### src/rtl/lsu_pkg.sv
// Shared types and constants for the data-memory load/store unit.
// No logic, so no latency or backpressure of its own.
package lsu_pkg;

  localparam int unsigned XLEN = 32;

  typedef enum logic [1:0] {
    IDLE = 2'd0,
    BUSY = 2'd1,
    DONE = 2'd2
  } lsu_state_t;

  localparam logic [1:0] ERR_NONE     = 2'b00;
  localparam logic [1:0] ERR_MISALIGN = 2'b01;
  localparam logic [1:0] ERR_ILLEGAL  = 2'b10;
  localparam logic [1:0] ERR_TIMEOUT  = 2'b11;

  localparam logic [2:0] F3_LB  = 3'b000;
  localparam logic [2:0] F3_LH  = 3'b001;
  localparam logic [2:0] F3_LW  = 3'b010;
  localparam logic [2:0] F3_LBU = 3'b100;
  localparam logic [2:0] F3_LHU = 3'b101;
  localparam logic [2:0] F3_SB  = 3'b000;
  localparam logic [2:0] F3_SH  = 3'b001;
  localparam logic [2:0] F3_SW  = 3'b010;

  // Access size code: 0 byte, 1 half, 2 word (3 never legal).
  function automatic logic [1:0] f3_size(input logic [2:0] f3);
    return f3[1:0];
  endfunction

endpackage

### src/rtl/data_mem_lsu_if.sv
// Word-wide data bus between the LSU (master) and the RAM/bus fabric (slave).
// Request fields are registered by the master; the slave completes with a one-cycle bus_ready strobe.
interface data_mem_lsu_if;
  import lsu_pkg::*;

  logic            bus_req;
  logic            bus_we;
  logic [XLEN-1:0] bus_addr;
  logic [3:0]      bus_be;
  logic [XLEN-1:0] bus_wdata;
  logic [XLEN-1:0] bus_rdata;
  logic            bus_ready;

  modport master (
    output bus_req, bus_we, bus_addr, bus_be, bus_wdata,
    input  bus_rdata, bus_ready
  );

  modport slave (
    input  bus_req, bus_we, bus_addr, bus_be, bus_wdata,
    output bus_rdata, bus_ready
  );

endinterface

### src/rtl/lsu_align.sv
// Byte-lane formatter: store byte enables/replication, access legality checks, load extraction.
// Purely combinational, zero latency; no flow control.
module lsu_align
  import lsu_pkg::*;
(
  input  logic            i_we,
  input  logic            i_re,
  input  logic [2:0]      i_func3,
  input  logic [1:0]      i_lane,
  input  logic [XLEN-1:0] i_wdata,
  input  logic [XLEN-1:0] i_rword,
  output logic [3:0]      o_be,
  output logic [XLEN-1:0] o_wdata,
  output logic [XLEN-1:0] o_rdata,
  output logic            o_illegal,
  output logic            o_misaligned
);

  logic [7:0]  w_byte;
  logic [15:0] w_half;

  always_comb begin
    w_byte = 8'h00;
    case (i_lane)
      2'd0:    w_byte = i_rword[7:0];
      2'd1:    w_byte = i_rword[15:8];
      2'd2:    w_byte = i_rword[23:16];
      default: w_byte = i_rword[31:24];
    endcase
    w_half = i_lane[1] ? i_rword[31:16] : i_rword[15:0];

    o_be    = 4'b0000;
    o_wdata = '0;
    case (i_func3)
      F3_SB: begin
        o_be    = 4'b0001 << i_lane;
        o_wdata = {4{i_wdata[7:0]}};
      end
      F3_SH: begin
        o_be    = i_lane[1] ? 4'b1100 : 4'b0011;
        o_wdata = {2{i_wdata[15:0]}};
      end
      F3_SW: begin
        o_be    = 4'b1111;
        o_wdata = i_wdata;
      end
      default: ;
    endcase

    o_rdata = '0;
    case (i_func3)
      F3_LB:   o_rdata = {{24{w_byte[7]}}, w_byte};
      F3_LH:   o_rdata = {{16{w_half[15]}}, w_half};
      F3_LW:   o_rdata = i_rword;
      F3_LBU:  o_rdata = {24'h000000, w_byte};
      F3_LHU:  o_rdata = {16'h0000, w_half};
      default: ;
    endcase

    // Stores allow only 000/001/010; loads reject 011/110/111.
    o_illegal = (i_we & i_re)
              | (i_we & (i_func3[2] | (i_func3[1:0] == 2'b11)))
              | (i_re & ((i_func3[1:0] == 2'b11) | (i_func3[2:1] == 2'b11)));
    o_misaligned = ((f3_size(i_func3) == 2'b01) & i_lane[0])
                 | ((f3_size(i_func3) == 2'b10) & (i_lane != 2'b00));
  end

endmodule

### src/rtl/data_mem_lsu.sv
// Load/store unit between the core data port and a word bus; 2-cycle minimum stall (request + one BUSY).
// Stall is held while the bus withholds bus_ready; aborts with a timeout error after TIMEOUT_CYCLES.
module data_mem_lsu
  import lsu_pkg::*;
#(
  parameter int unsigned TIMEOUT_CYCLES = 255
) (
  input  logic            clk,
  input  logic            reset,
  input  logic            dataWe,
  input  logic            dataRe,
  input  logic [2:0]      func3,
  input  logic [XLEN-1:0] dataAddr,
  input  logic [XLEN-1:0] dataWData,
  output logic [XLEN-1:0] dataRData,
  output logic            stall,
  output logic            lsu_err,
  output logic [1:0]      err_cause,
  data_mem_lsu_if.master  bus
);

  localparam logic [15:0] TO_LAST = 16'(TIMEOUT_CYCLES - 1);

  lsu_state_t      r_state, w_state_nxt;
  logic            r_bus_req, r_bus_we;
  logic [XLEN-1:0] r_bus_addr, r_bus_wdata, r_rdata;
  logic [3:0]      r_bus_be;
  logic            r_lsu_err;
  logic [1:0]      r_err_cause;
  logic [15:0]     r_cnt;
  logic [2:0]      r_func3;
  logic [1:0]      r_lane;
  logic            r_is_load;

  logic            w_access, w_err, w_timeout;
  logic [2:0]      w_al_func3;
  logic [1:0]      w_al_lane;
  logic [3:0]      w_be;
  logic [XLEN-1:0] w_wdata, w_ld_data;
  logic            w_illegal, w_misaligned;

  // One formatter serves both ends: live inputs for launch checks, latched launch info in DONE.
  assign w_al_func3 = (r_state == DONE) ? r_func3 : func3;
  assign w_al_lane  = (r_state == DONE) ? r_lane  : dataAddr[1:0];

  lsu_align u_align (
    .i_we        (dataWe),
    .i_re        (dataRe),
    .i_func3     (w_al_func3),
    .i_lane      (w_al_lane),
    .i_wdata     (dataWData),
    .i_rword     (r_rdata),
    .o_be        (w_be),
    .o_wdata     (w_wdata),
    .o_rdata     (w_ld_data),
    .o_illegal   (w_illegal),
    .o_misaligned(w_misaligned)
  );

  assign w_access  = dataWe | dataRe;
  assign w_err     = w_illegal | w_misaligned;
  assign w_timeout = ~bus.bus_ready & (r_cnt == TO_LAST);

  always_comb begin
    w_state_nxt = r_state;
    stall       = 1'b0;
    dataRData   = '0;
    case (r_state)
      IDLE: begin
        if (w_access & ~w_err) begin
          stall       = 1'b1;
          w_state_nxt = BUSY;
        end
      end
      BUSY: begin
        stall = 1'b1;
        if (bus.bus_ready | w_timeout) w_state_nxt = DONE;
      end
      DONE: begin
        w_state_nxt = IDLE;
        if (r_is_load) dataRData = w_ld_data;
      end
      default: w_state_nxt = IDLE;
    endcase
  end

  always_ff @(posedge clk) begin
    if (reset) begin
      r_state     <= IDLE;
      r_bus_req   <= 1'b0;
      r_bus_we    <= 1'b0;
      r_bus_addr  <= '0;
      r_bus_be    <= 4'b0000;
      r_bus_wdata <= '0;
      r_rdata     <= '0;
      r_lsu_err   <= 1'b0;
      r_err_cause <= ERR_NONE;
      r_cnt       <= 16'd0;
      r_func3     <= 3'b000;
      r_lane      <= 2'b00;
      r_is_load   <= 1'b0;
    end else begin
      r_state     <= w_state_nxt;
      r_lsu_err   <= 1'b0;
      r_err_cause <= ERR_NONE;
      case (r_state)
        IDLE: begin
          if (w_access & w_err) begin
            r_lsu_err   <= 1'b1;
            r_err_cause <= w_illegal ? ERR_ILLEGAL : ERR_MISALIGN;
          end else if (w_access) begin
            r_bus_req   <= 1'b1;
            r_bus_we    <= dataWe;
            r_bus_addr  <= {dataAddr[XLEN-1:2], 2'b00};
            r_bus_be    <= dataWe ? w_be : 4'b0000;
            r_bus_wdata <= dataWe ? w_wdata : '0;
            r_func3     <= func3;
            r_lane      <= dataAddr[1:0];
            r_is_load   <= dataRe;
            r_cnt       <= 16'd0;
          end
        end
        BUSY: begin
          r_cnt <= r_cnt + 16'd1;
          if (bus.bus_ready) begin
            r_rdata   <= bus.bus_rdata;
            r_bus_req <= 1'b0;
          end else if (w_timeout) begin
            r_rdata     <= '0;
            r_bus_req   <= 1'b0;
            r_lsu_err   <= 1'b1;
            r_err_cause <= ERR_TIMEOUT;
          end
        end
        default: ;
      endcase
    end
  end

  assign bus.bus_req   = r_bus_req;
  assign bus.bus_we    = r_bus_we;
  assign bus.bus_addr  = r_bus_addr;
  assign bus.bus_be    = r_bus_be;
  assign bus.bus_wdata = r_bus_wdata;
  assign lsu_err       = r_lsu_err;
  assign err_cause     = r_err_cause;

endmodule

### src/flat_wrapper.sv
// flat-port wrapper written by rule: the top's interface ports become plain ports
module data_mem_lsu_flat import lsu_pkg::*;
#(
  parameter int unsigned TIMEOUT_CYCLES = 255
)
  (clk, reset, dataWe, dataRe, func3, dataAddr, dataWData, dataRData, stall, lsu_err, err_cause, bus_bus_req, bus_bus_we, bus_bus_addr, bus_bus_be, bus_bus_wdata, bus_bus_rdata, bus_bus_ready);
  data_mem_lsu_if bus_i ();
  input  logic clk;
  input  logic reset;
  input  logic dataWe;
  input  logic dataRe;
  input  logic [2:0] func3;
  input  logic [XLEN-1:0] dataAddr;
  input  logic [XLEN-1:0] dataWData;
  output logic [XLEN-1:0] dataRData;
  output logic stall;
  output logic lsu_err;
  output logic [1:0] err_cause;
  output wire logic [$bits(bus_i.bus_req)-1:0] bus_bus_req;
  output wire logic [$bits(bus_i.bus_we)-1:0] bus_bus_we;
  output wire logic [$bits(bus_i.bus_addr)-1:0] bus_bus_addr;
  output wire logic [$bits(bus_i.bus_be)-1:0] bus_bus_be;
  output wire logic [$bits(bus_i.bus_wdata)-1:0] bus_bus_wdata;
  input wire logic [$bits(bus_i.bus_rdata)-1:0] bus_bus_rdata;
  input wire logic [$bits(bus_i.bus_ready)-1:0] bus_bus_ready;
  assign bus_bus_req = bus_i.bus_req;
  assign bus_bus_we = bus_i.bus_we;
  assign bus_bus_addr = bus_i.bus_addr;
  assign bus_bus_be = bus_i.bus_be;
  assign bus_bus_wdata = bus_i.bus_wdata;
  assign bus_i.bus_rdata = bus_bus_rdata;
  assign bus_i.bus_ready = bus_bus_ready;
  data_mem_lsu #(.TIMEOUT_CYCLES(TIMEOUT_CYCLES)) u_core (.clk(clk), .reset(reset), .dataWe(dataWe), .dataRe(dataRe), .func3(func3), .dataAddr(dataAddr), .dataWData(dataWData), .dataRData(dataRData), .stall(stall), .lsu_err(lsu_err), .err_cause(err_cause), .bus(bus_i));
endmodule
### config.mk
export PLATFORM = sky130hd
export DESIGN_NAME = data_mem_lsu_flat
export DESIGN_NICKNAME = d
export VERILOG_FILES = /design/src/rtl/lsu_pkg.sv /design/src/rtl/data_mem_lsu_if.sv /design/src/rtl/lsu_align.sv /design/src/rtl/data_mem_lsu.sv /design/src/flat_wrapper.sv
export SDC_FILE = /design/constraint.sdc
export NUM_CORES = 1
export LEC_CHECK = 0
export ABC_AREA = 1
export BUFFER_PORTS_ARGS = -buffer_cell sky130_fd_sc_hd__buf_2
export CAP_MARGIN = 20
export CELL_PAD_IN_SITES_DETAIL_PLACEMENT = 0
export CELL_PAD_IN_SITES_GLOBAL_PLACEMENT = 2
export CORE_MARGIN = 5
export CORE_UTILIZATION = 26
export CTS_CLUSTER_DIAMETER = 200
export DETAILED_ROUTE_END_ITERATION = 6
export PLACE_DENSITY = 0.85
export SYNTH_ARGS = -nofsm -noshare
export SYNTH_HDL_FRONTEND = slang
export SYNTH_HIERARCHICAL = 1
export SYNTH_SLANG_ARGS = --single-unit
### constraint.sdc
create_clock -name clk -period 3.55 [get_ports clk]
set_clock_uncertainty 0.1 [all_clocks]
set_input_delay 0.71 -clock clk [delete_from_list [all_inputs] [get_ports clk]]
set_output_delay 0.71 -clock clk [all_outputs]
set_load 0.01 [all_outputs]
==> results of run 1 <==
[power groups by stage]
| stage | Combinational, mW | Clock (mW) | Sequential [mW] |
|---|---|---|---|
| 2_1_floorplan | 0.328 | 0 | 1.57 |
| 3_3_place_gp | 0.563 | 0 | 1.56 |
| 3_5_place_dp | 0.564 | 0 | 1.56 |
| 4_1_cts | 0.579 | 1.82 | 1.53 |
| 5_1_grt | 0.664 | 1.88 | 1.53 |
| 6_report | 0.594 | 1.75 | 1.53 |
[how the worst max path moves through the flow]
stage / to / slack (ns) / depth (start not counted) / start
after floorplan: stall / 0.30 / 13 / u_core/r_state[1]
after global placement: dataRData[26] / 0.11 / 15 / u_core/r_state[1]
after detailed placement: dataRData[26] / 0.15 / 15 / u_core/r_state[1]
after CTS: dataRData[16] / 0.02 / 14 / u_core/r_state[1]
after global routing: dataRData[26] / -0.01 / 15 / u_core/r_state[1]
final: dataRData[31] / 0.19 / 15 / u_core/r_state[1]
[cells in the final DEF, fill, tap and decap left out, drive strengths merged, types with 3 or more instances in the layout]
| master | instances |
|---|---|
| clkinv | 7 |
| a21oi | 92 |
| nor2 | 113 |
| nand2 | 410 |
| o21ai | 73 |
| nand4 | 3 |
| nand3b | 3 |
| buf | 239 |
| clkinvlp | 5 |
| clkbuf | 20 |
| nand3 | 67 |
| inv | 127 |
| dfxtp | 127 |
| nor3 | 6 |
[stage by stage]
stage               total power [mW]  area, µm²  TNS (ns)  cells
floorplan                       1.90       6640         0   1083
global placement                2.12       7970         0   1586
detailed placement              2.12       7970         0   1586
CTS                             3.92       8650         0   1622
global route                    4.08       8820   -0.0122   1633
finish                          3.87       8820         0   1633
[logic make-up (layout without fill, tap and decap cells)]
kind of cell    after synthesis  in the layout  share of synthesized area
compound gates              166            166                      0.126
fa+ha+maj                     2              2                    0.00377
buf+inv                     183            400                      0.115
flops                       127            127                      0.383
other cells                   1              2                   0.000565
simple gates                603            606                      0.372
[area by class of cell]
| cell class | count | area share |
|---|---|---|
| Multi-Input combinational cell | 776 | 0.392 |
| Inverter | 128 | 0.0557 |
| Clock buffer | 19 | 0.0513 |
| Tap cell | 330 | 0.0468 |
| Clock inverter | 13 | 0.0157 |
| Timing Repair Buffer | 240 | 0.150 |
| Sequential cell | 127 | 0.288 |
[sequential cells by signal, summed over array words and instances (netlist names), 2 cells and up]
signal                cells
u_core/r_cnt             16
u_core/bus.bus_be         4
u_core/r_state            2
u_core/err_cause          2
u_core/r_rdata           32
u_core/bus.bus_wdata     32
u_core/bus.bus_addr      30
u_core/r_lane             2
u_core/r_func3            3
[per-layer routing]
metal  vias to the layer above  track usage  wire length, µm
li1                       3766            -                -
met1                      3331        0.218            11300
met2                       212        0.258            11100
met3                        25       0.0366             1480
met4                         2       0.0452              478
met5                         -            0               13
[what timing repair did]
action                                  4_1_cts  5_1_grt
endpoints found under the setup margin       32       75
hold buffers                                  0        0
pin swaps                                     4        4
resized for setup                            11       25
buffers inserted                              2       10
cloned                                        2        2
[worst max-delay path, cell delays in order, from the launching register on]
cell	delay [ns]
dfxtp_2	0.36
inv_1	0.05
nor2_1	0.12
inv_2	0.07
buf_12	0.16
nand2_1	0.06
o21ai_0	0.07
buf_4	0.16
inv_2	0.09
nand2_4	0.11
nor2_4	0.27
nand3_4	0.17
nand2_1	0.10
nand2_1	0.05
nor2_1	0.15
buf_2	0.15
==> flow_metrics.py, run 1 <==
metrics = {
    "sta": {
        "finalHoldViolations": 0,
        "max_slew_margin": 0.464,
        "hold_ws_ns": 0.351,
        "setup_ws_ns": 0.185,
        "max_freq_mhz": 297,
        "tightest_slew_ns": 0.805,
        "drv_slew": 0,
        "period_minus_slack_ns": 3.36,
        "timing.final.crit_share": 0.948,
        "finalSetupViolations": 0,
    },
    "layout": {
        "syn_to_final_growth_pct": 33.1,
        "drive_gt1_frac": 0.246,
        "nets": 1396,
        "seq_area_um2": 2540,
        "final_core_util": 0.350,
        "fillers": 2825,
        "diodes": 0,
        "multi_input_area_um2": 3460,
    },
    "pwr": {
        "ir_drop_mv": 0.250,
        "seq_power_share": 0.394,
        "p_leak_nw": 4.08,
        "pwr-share-clk": 0.453,
        "p_per_area_nw_per_um2": 439,
        "p_switching_mw": 1.11,
        "comb_power_share": 0.153,
        "intPower_mw": 2.77,
        "swShare": 0.286,
    },
    "synthesis": {
        "ys_async_sr_fraction": 0,
        "synthTopCellsByArea": "dfxtp_1 38%, nand2_1 23%, a21oi_1 6.9%",
        "syn_area_per_cell_um2": 6.13,
        "ys_dominant_reg_cell": "dfxtp_1",
        "synth_top_cell_by_area": "dfxtp_1",
        "post-synth-top-count-cell": "nand2_1",
        "synthCells": 1082,
        "ys_top_cells_by_count": "404 x nand2_1, 127 x dfxtp_1, 116 x inv_1",
        "yosys_warnings": 6,
        "synth-edff-count": 0,
        "syn-cell-area_um2": 6630,
        "synth_seq_area_share": 0.383,
        "ys_ff_latch": 127,
        "synth_top_area_share": 0.383,
        "ys_types": 27,
    },
    "cts": {
        "cts.sinks": 127,
        "cts.clk_slew.worst_paths_ns": 0.05,
        "clk_latency_ns": 0.41,
        "cts_tree": "yes",
        "root_buffer": "clkbuf_16",
        "clock_path_buffers": 2,
        "h-tree-depth": 4,
        "cts_inserted_buffers": 17,
    },
    "placed_design": {
        "portBuffers": 207,
        "pre_cts_slack_ns": 0.146,
        "post-dp-hpwl_um": 17300,
        "gp_congestion": 0.816,
    },
    "drt": {
        "routed_via_density": 4.49,
        "drt_iter0_markers": 479,
        "first_pass_iters": 6,
        "ant_nets": 0,
        "drt-total-wl_um": 24400,
        "drc_errors": 0,
        "post_drt_wl_per_cell_um": 14.9,
        "vias": 7336,
    },
    "setup_path": {
        "worstPathMaxFanout": 21,
        "critical_path_arrival_ns": 2.55,
        "crit_path_end_kind": "output port",
        "worstReg2RegEnd": "u_core/bus.bus_wdata[5]",
        "startpoint_type": "flop",
        "path_class": "flop to output port",
        "reg2reg_slack_ns": 0.36,
        "worst-r2r-cell-count": 17,
        "cp_data_required_time_ns": 2.74,
        "rr_startpoint": "u_core/r_state[1]",
    },
    "global_routing": {
        "grt-ovfl-total": 0,
        "grt_pass1_wl_um": 37100,
        "grt_pass1_vias": 6768,
        "grt_max_degree": 71,
        "track_usage": 0.161,
        "grt_antenna_before_repair": 1,
    },
    "worst_hold_path": {
        "hp-class": "flop to flop",
        "whs_path_depth": 2,
        "hp-start": "u_core/r_func3[1]",
        "whs_endpoint": "u_core/r_func3[1]",
    },
    "floorplan": {
        "die_h_um": 170,
        "die_x_um": 170,
        "fp-row-count": 58,
        "placeableCoreArea_um2": 25200,
        "initial_core_util": 0.263,
        "dieArea_um2": 28800,
        "pin_count": 210,
    },
    "flow_run": {
        "max_cap_violations": 0,
    },
    "run_status": {
        "outcome": "finished clean",
    },
}
Note: power is estimated with default switching activity, not from simulation.
==> run 2: changes to the inputs <==
--- a/config.mk
+++ b/config.mk
@@ -14,6 +14,7 @@
 export CORE_UTILIZATION = 26
 export CTS_CLUSTER_DIAMETER = 200
 export DETAILED_ROUTE_END_ITERATION = 6
+export MAX_ROUTING_LAYER = met4
 export PLACE_DENSITY = 0.85
 export SYNTH_ARGS = -nofsm -noshare
 export SYNTH_HDL_FRONTEND = slang
==> flow_metrics.py, run 2 (synthesis results as in run 1) <==
metrics = {
    "cts": {
        "clk_latency_ns": 0.41,
        "h-tree-depth": 4,
        "clock_path_buffers": 2,
        "cts.sinks": 127,
        "cts.clk_slew.worst_paths_ns": 0.05,
        "cts_inserted_buffers": 17,
        "root_buffer": "clkbuf_16",
        "cts_tree": "yes",
        "cts_hold_buf": 0,
    },
    "setup_path": {
        "path_class": "flop to output port",
        "worstPathMaxFanout": 21,
        "startpoint_type": "flop",
        "crit_path_end_kind": "output port",
        "cp_data_required_time_ns": 2.74,
        "critical_path_arrival_ns": 2.57,
    },
    "drt": {
        "vias": 7320,
        "first_pass_iters": 5,
        "post_drt_wl_per_cell_um": 14.9,
        "ant_nets": 0,
        "drt-total-wl_um": 24300,
        "routed_via_density": 4.48,
        "drt_iter0_markers": 473,
        "drc_errors": 0,
    },
    "worst_hold_path": {
        "hp-class": "flop to flop",
    },
    "global_routing": {
        "track_usage": 0.166,
        "grt_max_degree": 71,
        "grt_antenna_before_repair": 1,
        "grt_pass1_wl_um": 37100,
        "grt_pass1_vias": 6758,
        "grt-ovfl-total": 0,
    },
    "sta": {
        "setup_ws_ns": 0.169,
        "finalSetupViolations": 0,
        "timing.final.crit_share": 0.952,
        "max_slew_margin": 0.450,
        "fin_tns_setup_ns": 0,
        "drv_slew": 0,
        "period_minus_slack_ns": 3.38,
        "tightest_slew_ns": 0.824,
        "finalHoldViolations": 0,
        "max_freq_mhz": 296,
    },
    "layout": {
        "drive_gt1_frac": 0.246,
        "instances_no_fill": 1634,
        "nets": 1396,
        "most-common-layout-cells": "402 x nand2_1, 207 x buf_2, 126 x dfxtp_1",
        "seq_area_um2": 2540,
        "fillers": 2826,
        "multi_input_area_um2": 3450,
        "syn_to_final_growth_pct": 33.0,
        "final_common_cell": "nand2_1",
    },
    "floorplan": {
        "die_h_um": 170,
        "pin_count": 210,
        "initial_core_util": 0.263,
        "dieArea_um2": 28800,
        "fp-row-count": 58,
        "die_x_um": 170,
        "placeableCoreArea_um2": 25200,
    },
    "pwr": {
        "seq_power_share": 0.394,
        "intPower_mw": 2.77,
        "swShare": 0.286,
        "p_leak_nw": 4.08,
        "p_per_area_nw_per_um2": 439,
        "p_total_mw": 3.87,
        "comb_power_share": 0.153,
        "ir_drop_mv": 0.250,
        "p_switching_mw": 1.11,
        "pwr-share-clk": 0.453,
    },
    "placed_design": {
        "gp_congestion": 0.828,
        "pre_cts_slack_ns": 0.146,
        "post-dp-hpwl_um": 17300,
        "place_inst": 1586,
        "portBuffers": 207,
    },
    "run_status": {
        "outcome": "finished clean",
    },
    "flow_run": {
        "max_cap_violations": 0,
    },
}
run 2: cell count changes in the layout (fill, tap and decap cells not counted), sizes merged:
| cell | before | now |
|---|---|---|
| clkinv | 7 | 6 |
| diode | 0 | 1 |
| inv | 127 | 128 |
run 2: worst paths after layout:
| kind | slack [ns] | start | cells after the start | to |
|---|---|---|---|---|
| max | 0.17 | u_core/r_state[1] | 15 | dataRData[26] |
| max reg2reg | 0.34 | u_core/r_state[1] | 16 | u_core/r_cnt[5] |
| min reg2reg | 0.35 | u_core/r_func3[1] | 2 | u_core/r_func3[1] |
| min | 0.35 | u_core/r_func3[1] | 2 | u_core/r_func3[1] |
run 2: final cells by class:
| cell class | count | share of cell area |
|---|---|---|
| clock buffer | 19 | 0.0514 |
| inverter | 128 | 0.0556 |
| antenna | 1 | 0.000284 |
| tap | 330 | 0.0468 |
| clock inverter | 13 | 0.0158 |
| sequential | 127 | 0.288 |
| multi-input combinational | 776 | 0.391 |
| timing repair buffer | 240 | 0.150 |
run 2: power groups by stage:
stage / clock network [mW] / registers (mW) / logic, mW
6_report: 1.76 / 1.53 / 0.592
3_5_place_dp: 0 / 1.56 / 0.564
2_1_floorplan: 0 / 1.57 / 0.328
3_3_place_gp: 0 / 1.56 / 0.563
5_1_grt: 1.88 / 1.53 / 0.663
4_1_cts: 1.82 / 1.53 / 0.579
run 2: routing by layer:
layer	wire length [µm]	vias up	part of all wire	GRT usage
met5	0	-	0	-
met4	494	0	0.020	0.0452
met3	1400	25	0.058	0.0349
met2	11100	216	0.46	0.259
met1	11300	3313	0.47	0.220
li1	-	3766	-	-
run 2: per-stage QoR:
| stage | hold slack, ns | area, µm² | utilization |
|---|---|---|---|
| after floorplan | 0.325 | 6640 | - |
| after global placement | 0.335 | 7970 | 0.316 |
| after detailed placement | 0.336 | 7970 | 0.316 |
| after CTS | 0.351 | 8650 | 0.343 |
| after global routing | 0.377 | 8820 | 0.350 |
| final | 0.351 | 8820 | 0.350 |
run 2: critical path: stages, from the launching register on:
cell and delay, ns:
dfxtp_2 0.36, inv_1 0.05, nor2_1 0.12, inv_2 0.07
buf_12 0.16, nand2_1 0.06, o21ai_0 0.07, buf_4 0.16
inv_2 0.09, nand2_4 0.11, nor2_4 0.28, nand3_4 0.17
nand2_1 0.10, nand2_1 0.07, nor2_2 0.14, buf_2 0.15
run 2: timing repair:
action / CTS / global route
cloned: 2 / 2
buffers inserted: 2 / 10
pin swaps: 4 / 4
setup endpoints to repair: 32 / 75
hold endpoints to repair: 0 / 0
gates resized for setup: 11 / 21
